## src/rtl/set_bit_scheduler_pkg.sv

```systemverilog
// Shared types and width helpers for the set-bit scheduler.
// Included by the interface, the trailing-zero counter and the top.
package set_bit_scheduler_pkg;

  typedef enum logic {
    IDLE = 1'b0,
    SCAN = 1'b1
  } sbs_state_t;

  // Index width for a request word; clamped so a degenerate width still elaborates.
  function automatic int idx_width(input int dw);
    return (dw < 2) ? 1 : $clog2(dw);
  endfunction

  // Trailing-zero result needs one extra bit to represent "no bit set".
  function automatic int tz_width(input int dw);
    return idx_width(dw) + 1;
  endfunction

endpackage

```

## src/rtl/set_bit_scheduler_if.sv

```systemverilog
// Request-word input and index-stream output of the set-bit scheduler.
// master = traffic source/sink around the block, slave = the scheduler itself.
interface set_bit_scheduler_if
  import set_bit_scheduler_pkg::*;
#(
  parameter int DATA_WIDTH = 32
);

  localparam int IDX_W = idx_width(DATA_WIDTH);

  logic                  din_valid;
  logic                  din_ready;
  logic [DATA_WIDTH-1:0] din;
  logic                  dout_valid;
  logic                  dout_ready;
  logic [IDX_W-1:0]      dout_idx;
  logic [IDX_W-1:0]      dout_seq;
  logic                  dout_last;
  logic                  zero_drop;

  modport master (
    output din_valid,
    output din,
    output dout_ready,
    input  din_ready,
    input  dout_valid,
    input  dout_idx,
    input  dout_seq,
    input  dout_last,
    input  zero_drop
  );

  modport slave (
    input  din_valid,
    input  din,
    input  dout_ready,
    output din_ready,
    output dout_valid,
    output dout_idx,
    output dout_seq,
    output dout_last,
    output zero_drop
  );

endinterface

```

## src/rtl/set_bit_scheduler_tz_count.sv

```systemverilog
// Combinational trailing-zero counter; returns DATA_WIDTH for an all-zero vector.
module tz_count
  import set_bit_scheduler_pkg::*;
#(
  parameter int DATA_WIDTH = 32
) (
  input  logic [DATA_WIDTH-1:0]           vec,
  output logic [tz_width(DATA_WIDTH)-1:0] count
);

  localparam int CNT_W = tz_width(DATA_WIDTH);

  // Scan from the top down so the lowest set bit is the last one to win.
  always_comb begin
    count = CNT_W'(DATA_WIDTH);
    for (int i = DATA_WIDTH - 1; i >= 0; i--) begin
      if (vec[i]) begin
        count = CNT_W'(i);
      end
    end
  end

endmodule

```

## src/rtl/set_bit_scheduler.sv

```systemverilog
// Serialises the set bits of a request word into an LSB-first index stream,
// one index per output handshake, with back-to-back word loading on the last beat.
module set_bit_scheduler
  import set_bit_scheduler_pkg::*;
#(
  parameter int DATA_WIDTH = 32
) (
  input  logic                 clk,
  input  logic                 resetn,
  set_bit_scheduler_if.slave   bus
);

  localparam int IDX_W = idx_width(DATA_WIDTH);
  localparam int CNT_W = tz_width(DATA_WIDTH);

  sbs_state_t            state_q, state_d;
  logic [DATA_WIDTH-1:0] mask_q, mask_d;
  logic [IDX_W-1:0]      seq_q, seq_d;
  logic                  zdrop_q, zdrop_d;

  logic [CNT_W-1:0]      tz;
  logic [DATA_WIDTH-1:0] mask_clr;
  logic                  in_scan;
  logic                  last;
  logic                  out_fire;
  logic                  din_ready;
  logic                  load;

  tz_count #(
    .DATA_WIDTH (DATA_WIDTH)
  ) u_tz (
    .vec   (mask_q),
    .count (tz)
  );

  assign mask_clr  = mask_q & (mask_q - DATA_WIDTH'(1));
  assign in_scan   = (state_q == SCAN);
  assign last      = in_scan && (mask_clr == '0);
  assign out_fire  = in_scan && bus.dout_ready;
  // dout_ready feeds din_ready combinationally so a new word can load on the last beat.
  assign din_ready = (state_q == IDLE) || (out_fire && last);
  assign load      = bus.din_valid && din_ready;

  assign bus.din_ready  = din_ready;
  assign bus.dout_valid = in_scan;
  assign bus.dout_idx   = in_scan ? tz[IDX_W-1:0] : '0;
  assign bus.dout_seq   = in_scan ? seq_q : '0;
  assign bus.dout_last  = last;
  assign bus.zero_drop  = zdrop_q;

  always_comb begin
    state_d = state_q;
    mask_d  = mask_q;
    seq_d   = seq_q;
    zdrop_d = 1'b0;

    unique case (state_q)
      IDLE: begin
      end
      SCAN: begin
        if (out_fire) begin
          if (!last) begin
            mask_d = mask_clr;
            seq_d  = seq_q + IDX_W'(1);
          end else begin
            state_d = IDLE;
            mask_d  = '0;
            seq_d   = '0;
          end
        end
      end
      default: begin
        state_d = IDLE;
        mask_d  = '0;
        seq_d   = '0;
      end
    endcase

    // A load only happens from IDLE or on the last beat, so it overrides the above.
    if (load) begin
      seq_d = '0;
      if (bus.din != '0) begin
        state_d = SCAN;
        mask_d  = bus.din;
      end else begin
        state_d = IDLE;
        mask_d  = '0;
        zdrop_d = 1'b1;
      end
    end
  end

  always_ff @(posedge clk or negedge resetn) begin
    if (!resetn) begin
      state_q <= IDLE;
      mask_q  <= '0;
      seq_q   <= '0;
      zdrop_q <= 1'b0;
    end else begin
      state_q <= state_d;
      mask_q  <= mask_d;
      seq_q   <= seq_d;
      zdrop_q <= zdrop_d;
    end
  end

endmodule

```

## src/flat_wrapper.sv

```systemverilog
// flat-port wrapper written by rule: the top's interface ports become plain ports
module set_bit_scheduler_flat import set_bit_scheduler_pkg::*;
#(
  parameter int DATA_WIDTH = 32
)
  (clk, resetn, bus_din_valid, bus_din, bus_dout_ready, bus_din_ready, bus_dout_valid, bus_dout_idx, bus_dout_seq, bus_dout_last, bus_zero_drop);
  set_bit_scheduler_if #(.DATA_WIDTH(DATA_WIDTH)) bus_i ();
  input  logic clk;
  input  logic resetn;
  input wire logic [$bits(bus_i.din_valid)-1:0] bus_din_valid;
  input wire logic [$bits(bus_i.din)-1:0] bus_din;
  input wire logic [$bits(bus_i.dout_ready)-1:0] bus_dout_ready;
  output wire logic [$bits(bus_i.din_ready)-1:0] bus_din_ready;
  output wire logic [$bits(bus_i.dout_valid)-1:0] bus_dout_valid;
  output wire logic [$bits(bus_i.dout_idx)-1:0] bus_dout_idx;
  output wire logic [$bits(bus_i.dout_seq)-1:0] bus_dout_seq;
  output wire logic [$bits(bus_i.dout_last)-1:0] bus_dout_last;
  output wire logic [$bits(bus_i.zero_drop)-1:0] bus_zero_drop;
  assign bus_i.din_valid = bus_din_valid;
  assign bus_i.din = bus_din;
  assign bus_i.dout_ready = bus_dout_ready;
  assign bus_din_ready = bus_i.din_ready;
  assign bus_dout_valid = bus_i.dout_valid;
  assign bus_dout_idx = bus_i.dout_idx;
  assign bus_dout_seq = bus_i.dout_seq;
  assign bus_dout_last = bus_i.dout_last;
  assign bus_zero_drop = bus_i.zero_drop;
  set_bit_scheduler #(.DATA_WIDTH(DATA_WIDTH)) u_core (.clk(clk), .resetn(resetn), .bus(bus_i));
endmodule
```

## config.mk

```make
export PLATFORM = sky130hd
export DESIGN_NAME = set_bit_scheduler_flat
export DESIGN_NICKNAME = d
export VERILOG_FILES = /design/src/rtl/set_bit_scheduler_pkg.sv /design/src/rtl/set_bit_scheduler_if.sv /design/src/rtl/set_bit_scheduler_tz_count.sv /design/src/rtl/set_bit_scheduler.sv /design/src/flat_wrapper.sv
export SDC_FILE = /design/constraint.sdc
export NUM_CORES = 1
export LEC_CHECK = 0
export CAP_MARGIN = 5
export CORE_ASPECT_RATIO = 1.4
export CORE_UTILIZATION = 30
export CTS_BUF_LIST = sky130_fd_sc_hd__clkbuf_2 sky130_fd_sc_hd__clkbuf_4 sky130_fd_sc_hd__clkbuf_8
export DETAILED_ROUTE_END_ITERATION = 16
export GPL_TIMING_DRIVEN = 0
export PLACE_DENSITY_LB_ADDON = 0.05
export SLEW_MARGIN = 20
export SYNTH_ARGS = -nofsm -noshare
export SYNTH_HDL_FRONTEND = slang
export SYNTH_HIERARCHICAL = 1
export SYNTH_SLANG_ARGS = --single-unit
```

## constraint.sdc

```tcl
create_clock -name clk -period 2.9 [get_ports clk]
set_input_delay 0.58 -clock clk [delete_from_list [all_inputs] [get_ports clk]]
set_output_delay 0.58 -clock clk [all_outputs]
set_load 0.05 [all_outputs]
```

==> impl_results.md, run 1 <==
- Leak: 1.74 nW
- Skew final: 0.0100 ns
- Placed Area: 0.00357 mm²
- Headroom to the max-slew limit: 51.7%
- First-pass GRT wire length: 16600 µm
- Synth-to-Final Area Change: 40.4%
- Drt total wl: 10900 µm
- Nets: 448
- Clock Root Buffer: clkbuf_8
- Fmax: 284 MHz
- Post-synthesis cell area: 0.00289 mm²
- Synth warn: 6
- CP Capture Type: output port
- Final min period: 3.52 ns
- CTS max path bufs: 2
- CTS tree: built
- Leading cell type in the layout, fill and taps excluded: clkdlybuf4s50_1
- Avg Cell Area, Syn: 8.69 µm²
- Vias per cell: 5.89
- PortBufs: 49
- Antenna violations before repair: 0
- Die Ht: 118 µm
- Max Slew Vio Count: 0
- GRT Residual Overflow: 0
- CTS buffer count: 5
- CP Class: reg -> out
- Drt pass-1 iters: 13
- Max IR drop VDD: 402 µV
- Initial drt markers: 186
- Die width: 84.9 µm
- Synthesized Nets: 369
- Result of the run: finished, violations left
- Die area: 0.0100 mm²
- Power per cell area: 1340 mW/mm²
- DRC viols: 5
- Final period util: 121%
- Detail Placement HPWL: 7710 µm
- Final hold violation count: 0
- Crit start category: register
- Worst path required time: 2.32 ns
- Total track usage: 22.0%
- Crit path max fanout: 8
- Clock sinks: 39
- Share of cells above drive strength 1: 25.7%
- Failing checks: design-rule violations, negative setup slack
- Core area: 0.00941 mm²
- Post-route cell area: 0.00405 mm²
- Starting Density: 30.7%
- Top Ports: 50
- Final worst slack: -0.620 ns
- Vias in the first global route: 3002
- Power, Total: 5.44 mW
- Hold Crit Class: in -> async
- Slew @ Worst Pin: 0.722 ns
- Worst-path clk slew: 0.08 ns
- WL per Instance: 20.9 µm
- Largest net degree at the start of global routing: 23
- Vias: 3072
- Final setup fails: 32
- Htree depth: 2
- Clk Latency, worst-skew pair: 0.31 ns
- Placer Congestion: 0.908
- Final ANT Viol Nets: 0
- RSZ-0062 raised after global routing: yes
- Arrival @ worst endpoint: 2.94 ns
- Cells after Synth: 332
- Cell Rows: 42
- Most frequent cells in the layout: clkdlybuf4s50_1 (41), dfrtp_1 (26), nand2_1 (25)
- Max-cap violations: 0
- Number of diodes: 0
-- metal layers --
metal | wire length (µm) | vias up | share of wire, % | global-route usage, %
li1 | - | 1471 | - | -
met1 | 4430 | 1469 | 41 | 26.8
met2 | 5350 | 96 | 49 | 36.8
met3 | 485 | 36 | 4.5 | 3.23
met4 | 621 | 0 | 5.7 | 12.2
met5 | 0 | - | 0 | 0
-- power breakdown --
group          leakage, nW  internal (mW)  switching (mW)
registers            0.500          0.699           0.337
logic                 1.18           1.62            2.34
clock network       0.0549          0.227           0.212
-- cell type report --
type	count	area (µm²)
Buffer	10	68.8
Clock buffer	8	104
Fill cell	957	5360
Inverter	20	75.1
Multi-Input combinational cell	261	1990
Sequential cell	39	992
Tap cell	110	138
Timing Repair Buffer	74	679
-- stage by stage --
stage / utilization (%) / hold WS (ns) / setup TNS (ns) / setup WS (ns) / cells
3_5_place_dp: 37.9 / 0.537 / -22.01 / -1.40 / 492
2_1_floorplan: - / 0.284 / -1.84 / -0.525 / 332
3_3_place_gp: 37.8 / 0.528 / -22.73 / -1.45 / 491
4_1_cts: 41.3 / 0.224 / -9.09 / -0.716 / 515
5_1_grt: 43.1 / 0.239 / -8.05 / -0.740 / 522
6_report: 43.1 / 0.211 / -4.45 / -0.620 / 522
-- final timing paths --
check,startpoint,end,slack [ns],cells after the start
max,u_core/mask_q[12]$_DFFE_PN0P_,bus_dout_last,-0.62,9
min reg2reg,u_core/seq_q[4]$_DFFE_PN0P_,u_core/seq_q[4]$_DFFE_PN0P_,0.55,1
min in group clk,u_core/seq_q[4]$_DFFE_PN0P_,u_core/seq_q[4]$_DFFE_PN0P_,0.55,1
min,resetn,u_core/mask_q[16]$_DFFE_PN0P_,0.21,1
max reg2reg,u_core/mask_q[12]$_DFFE_PN0P_,u_core/mask_q[31]$_DFFE_PN0P_,-0.20,10
max in group asynchronous,resetn,u_core/mask_q[29]$_DFFE_PN0P_,2.19,2
-- sequential cells by signal, indices dropped and copies added, names as in the netlist --
signal                 count
u_core/bus.zero_drop       1
u_core/seq_q               5
u_core/bus.dout_valid      1
u_core/mask_q             32
-- critical path, cell delays in order (launching register included) --
cell and delay (ns):
dfrtp_2 0.49, nor4_4 0.43, nand4_4 0.19, buf_4 0.19
o31ai_1 0.37, nand3_1 0.20, nor3_4 0.28, nand2b_1 0.12
nor4_4 0.17, buf_6 0.19
-- timing repair --
item	in CTS	in global routing
endpoints found under the setup margin	46	46
pin swaps	16	11
buffers inserted	14	9
hold buffers	0	0
cloned	1	1
resized for setup	60	49
endpoints found under the hold margin	0	0
Power figures use the tool's default switching activity.
==> run 2, diff against run 1 <==
Settings changed: CTS_CLUSTER_DIAMETER from default to 30, SYNTH_HIERARCHICAL 1 to default.
==> impl_results.md, run 2 <==
- Antenna violations before repair: 0 (unchanged)
- Die area: 0.0106 mm² (was 0.0100 mm²)
- Worst Reg-to-Reg Cells: 12 (was 10)
- Synthesized Nets: 389 (was 369)
- GRT Residual Overflow: 0 (unchanged)
- Origin of the worst setup path: u_core.mask_q[10]$_DFFE_PN0P_ (was u_core/mask_q[12]$_DFFE_PN0P_)
- First-pass GRT wire length: 18600 µm (was 16600 µm)
- Post-synthesis cell area: 0.00304 mm² (was 0.00289 mm²)
- Critical path's slowest cell: or4_4 (was dfrtp_2)
- Critical Path Max Stage Delay: 0.63 ns (was 0.49 ns)
- Final period util: 129% (was 121%)
- Synth warn: 0 (was 6)
- Vias: 3215 (was 3072)
- Skew final: 0.00739 ns (was 0.0100 ns)
- Hold Crit Class: in -> async (unchanged)
- Crit path max fanout: 5 (was 8)
- RSZ-0062 raised after global routing: yes (unchanged)
- Failing checks: negative setup slack (was design-rule violations, negative setup slack)
- Arrival @ worst endpoint: 3.16 ns (was 2.94 ns)
- Top cells by count, synth: dfrtp_1 (39), nand2_1 (28), o21ai_0 (24)
- Count leader, synth: dfrtp_1
- Headroom to the max-slew limit: 42.1% (was 51.7%)
- Clock Root Buffer: clkbuf_8 (unchanged)
- Worst r2r src: u_core.mask_q[10]$_DFFE_PN0P_ (was u_core/mask_q[12]$_DFFE_PN0P_)
- Final hold violation count: 0 (unchanged)
- Yosys top cell by area: dfrtp_1
- R2r endpoint: u_core.mask_q[25]$_DFFE_PN0P_ (was u_core/mask_q[31]$_DFFE_PN0P_)
- CP Capture Type: output port (unchanged)
- Cells after Synth: 352 (was 332)
- CTS tree: built (unchanged)
- Reg2reg setup slack: -0.55 ns (was -0.20 ns)
- CP Class: reg -> out (unchanged)
- Crit start category: register (unchanged)
- Largest Register: u_core.mask_q (was u_core/mask_q)
- Sequential share of the synthesized area: 32.1%
- Worst path required time: 2.32 ns (about the same)
- Slew @ Worst Pin: 0.865 ns (was 0.722 ns)
- Synth top area share: 32.1%
- Starting Density: 30.7% (about the same)
- Max Slew Vio Count: 0 (unchanged)
- Result of the run: finished, violations left (unchanged)
- Final setup fails: 42 (was 32)
- Worst-path clk slew: 0.08 ns (about the same)
- Final ANT Viol Nets: 0 (unchanged)
- Leading cell type in the layout, fill and taps excluded: clkdlybuf4s50_1 (unchanged)
- Drt total wl: 11900 µm (was 10900 µm)
- Final worst slack: -0.836 ns (was -0.620 ns)
- Async S/R FF share, synth: 100%
- Cts hold-fix bufs: 0 (unchanged)
- Worst path cell trace: or4_4 > or4_4 > o21a_1 > a2111oi_4 > o2111ai_2 > and4b_1 > buf_6 > buf_12 > buf_12 (was nor4_4 > nand4_4 > buf_4 > o31ai_1 > nand3_1 > nor3_4 > nand2b_1 > nor4_4 > buf_6)
- Vias per cell: 5.55 (was 5.89)
- Number of diodes: 0 (unchanged)
- Max reg flops: 32 (unchanged)
- Clk Latency, worst-skew pair: 0.31 ns (about the same)
- Place WS: -1.57 ns (was -1.40 ns)
- Yosys cell types: 65
- Share of cells above drive strength 1: 31.3% (was 25.7%)
- Fmax: 268 MHz (was 284 MHz)
- Post-route cell area: 0.00452 mm² (was 0.00405 mm²)
- Number of synthesized register bits: 39
- Largest net degree at the start of global routing: 22 (was 23)
- Nets: 480 (was 448)
- Avg Cell Area, Syn: 8.64 µm² (was 8.69 µm²)
- Setup TNS: -18.89 ns (was -4.45 ns)
- Max-cap violations: 0 (unchanged)
- DRC viols: 0 (was 5)
- Largest registers: u_core.mask_q: 32 flops, u_core.seq_q: 5 flops (was u_core/mask_q: 32 flops, u_core/seq_q: 5 flops)
- Final min period: 3.74 ns (was 3.52 ns)
- Top_reg_cell synth: dfrtp_1
- # placed instances: 537 (was 492)
- Placed Area: 0.00377 mm² (was 0.00357 mm²)
- Top Ports: 50 (unchanged)
- Final Non-Filler Cells: 579 (was 522)
- Core area: 0.00990 mm² (was 0.00941 mm²)
- CTS buffer count: 5 (unchanged)
- Synth-to-Final Area Change: 48.7% (was 40.4%)
- Filler cells: 1038 (was 957)
- Initial drt markers: 189 (was 186)
- Detail Placement HPWL: 8370 µm (was 7710 µm)
- Placer Congestion: 0.906 (was 0.908)
- Cell Rows: 43 (was 42)
- Post-synth EDFFs: 0
- Drt pass-1 iters: 4 (was 13)
- WL per Instance: 20.6 µm (was 20.9 µm)
- CTS max path bufs: 2 (unchanged)
- PortBufs: 49 (unchanged)
- Vias in the first global route: 3241 (was 3002)
- Die width: 87.1 µm (was 84.9 µm)
- Clock sinks: 39 (unchanged)
- Main area contributors after synthesis: dfrtp_1 (32%), mux2i_1 (3.9%), o21ai_0 (3.9%)
- Total track usage: 24.2% (was 22.0%)
- Htree depth: 2 (unchanged)
- Most frequent cells in the layout: clkdlybuf4s50_1 (41), buf_4 (34), nand2_1 (27) (was clkdlybuf4s50_1 (41), dfrtp_1 (26), nand2_1 (25))
- Die Ht: 121 µm (was 118 µm)
run 2: metal layers:
layer	GRT usage [%]	part of all wire [%]	vias up
li1	-	-	1541
met1	28.1	40	1576
met2	42.0	51	72
met3	3.54	4.0	26
met4	13.2	5.1	0
met5	0	0	-
run 2: cell type report:
cell class | count | area, µm² | share of cell area (%)
clock buffers | 6 | 76.3 | 1.69
repair buffers | 95 | 975 | 21.5
clock inverters | 2 | 12.5 | 0.277
multi-input cells | 263 | 2060 | 45.4
inverters | 21 | 78.8 | 1.74
plain buffers | 18 | 156 | 3.46
flip-flops and latches | 39 | 1000 | 22.1
well taps | 135 | 169 | 3.73
run 2: cells by family after synthesis:
logic type                 Yosys count  synth area share (%)
muxes                               16                  5.43
buffers and inverters               50                  8.80
xor gates and xnor gates             1                 0.288
AOI/OAI and AO/OA                  114                  28.3
and+or+nand+nor                    128                  23.7
DFF                                 39                  32.1
adders and majority gates            4                  1.40
run 2: worst max path at each step:
stage | endpoint | slack (ns) | cells past startpoint
global placement | bus_dout_last | -1.59 | 11
detailed placement | bus_dout_last | -1.57 | 11
CTS | bus_dout_last | -0.88 | 11
finish | bus_dout_last | -0.84 | 9
floorplan | u_core.mask_q[24]$_DFFE_PN0P_ | -0.41 | 12
global route | bus_dout_last | -0.89 | 9
run 2: critical path, delay by kind of cell, from the launching register on:
| family | cells | cell delay [ns] |
|---|---|---|
| AO/OA/AOI/OAI | 3 | 0.59 |
| buffers and inverters | 3 | 0.33 |
| flip-flops | 1 | 0.42 |
| AND/OR/NAND/NOR | 3 | 1.50 |
run 2: through the flow:
| step | util [%] | hold WS (ns) |
|---|---|---|
| global placement | 38.0 | 0.535 |
| global route | 45.7 | 0.255 |
| CTS | 43.5 | 0.231 |
| detailed placement | 38.1 | 0.535 |
| finish | 45.7 | 0.220 |
| floorplan | - | 0.284 |
run 2: timing repair:
action | 4_1_cts | 5_1_grt
gates resized for setup | 85 | 42
pin swaps | 13 | 18
cloned | 2 | 0
buffers inserted | 30 | 14
endpoints found under the setup margin | 46 | 47
Power of run 2 is not shown: default switching activity piles up to over one toggle a cycle in this logic, so the estimate is an artifact.
==> run 3, diff against run 2 <==
Settings changed: CORE_MARGIN from default to 1.
==> results of run 3 <==
Final layout, timing and power as in run 2 (identical DEF).
Power of run 3 is left out for the same reason.
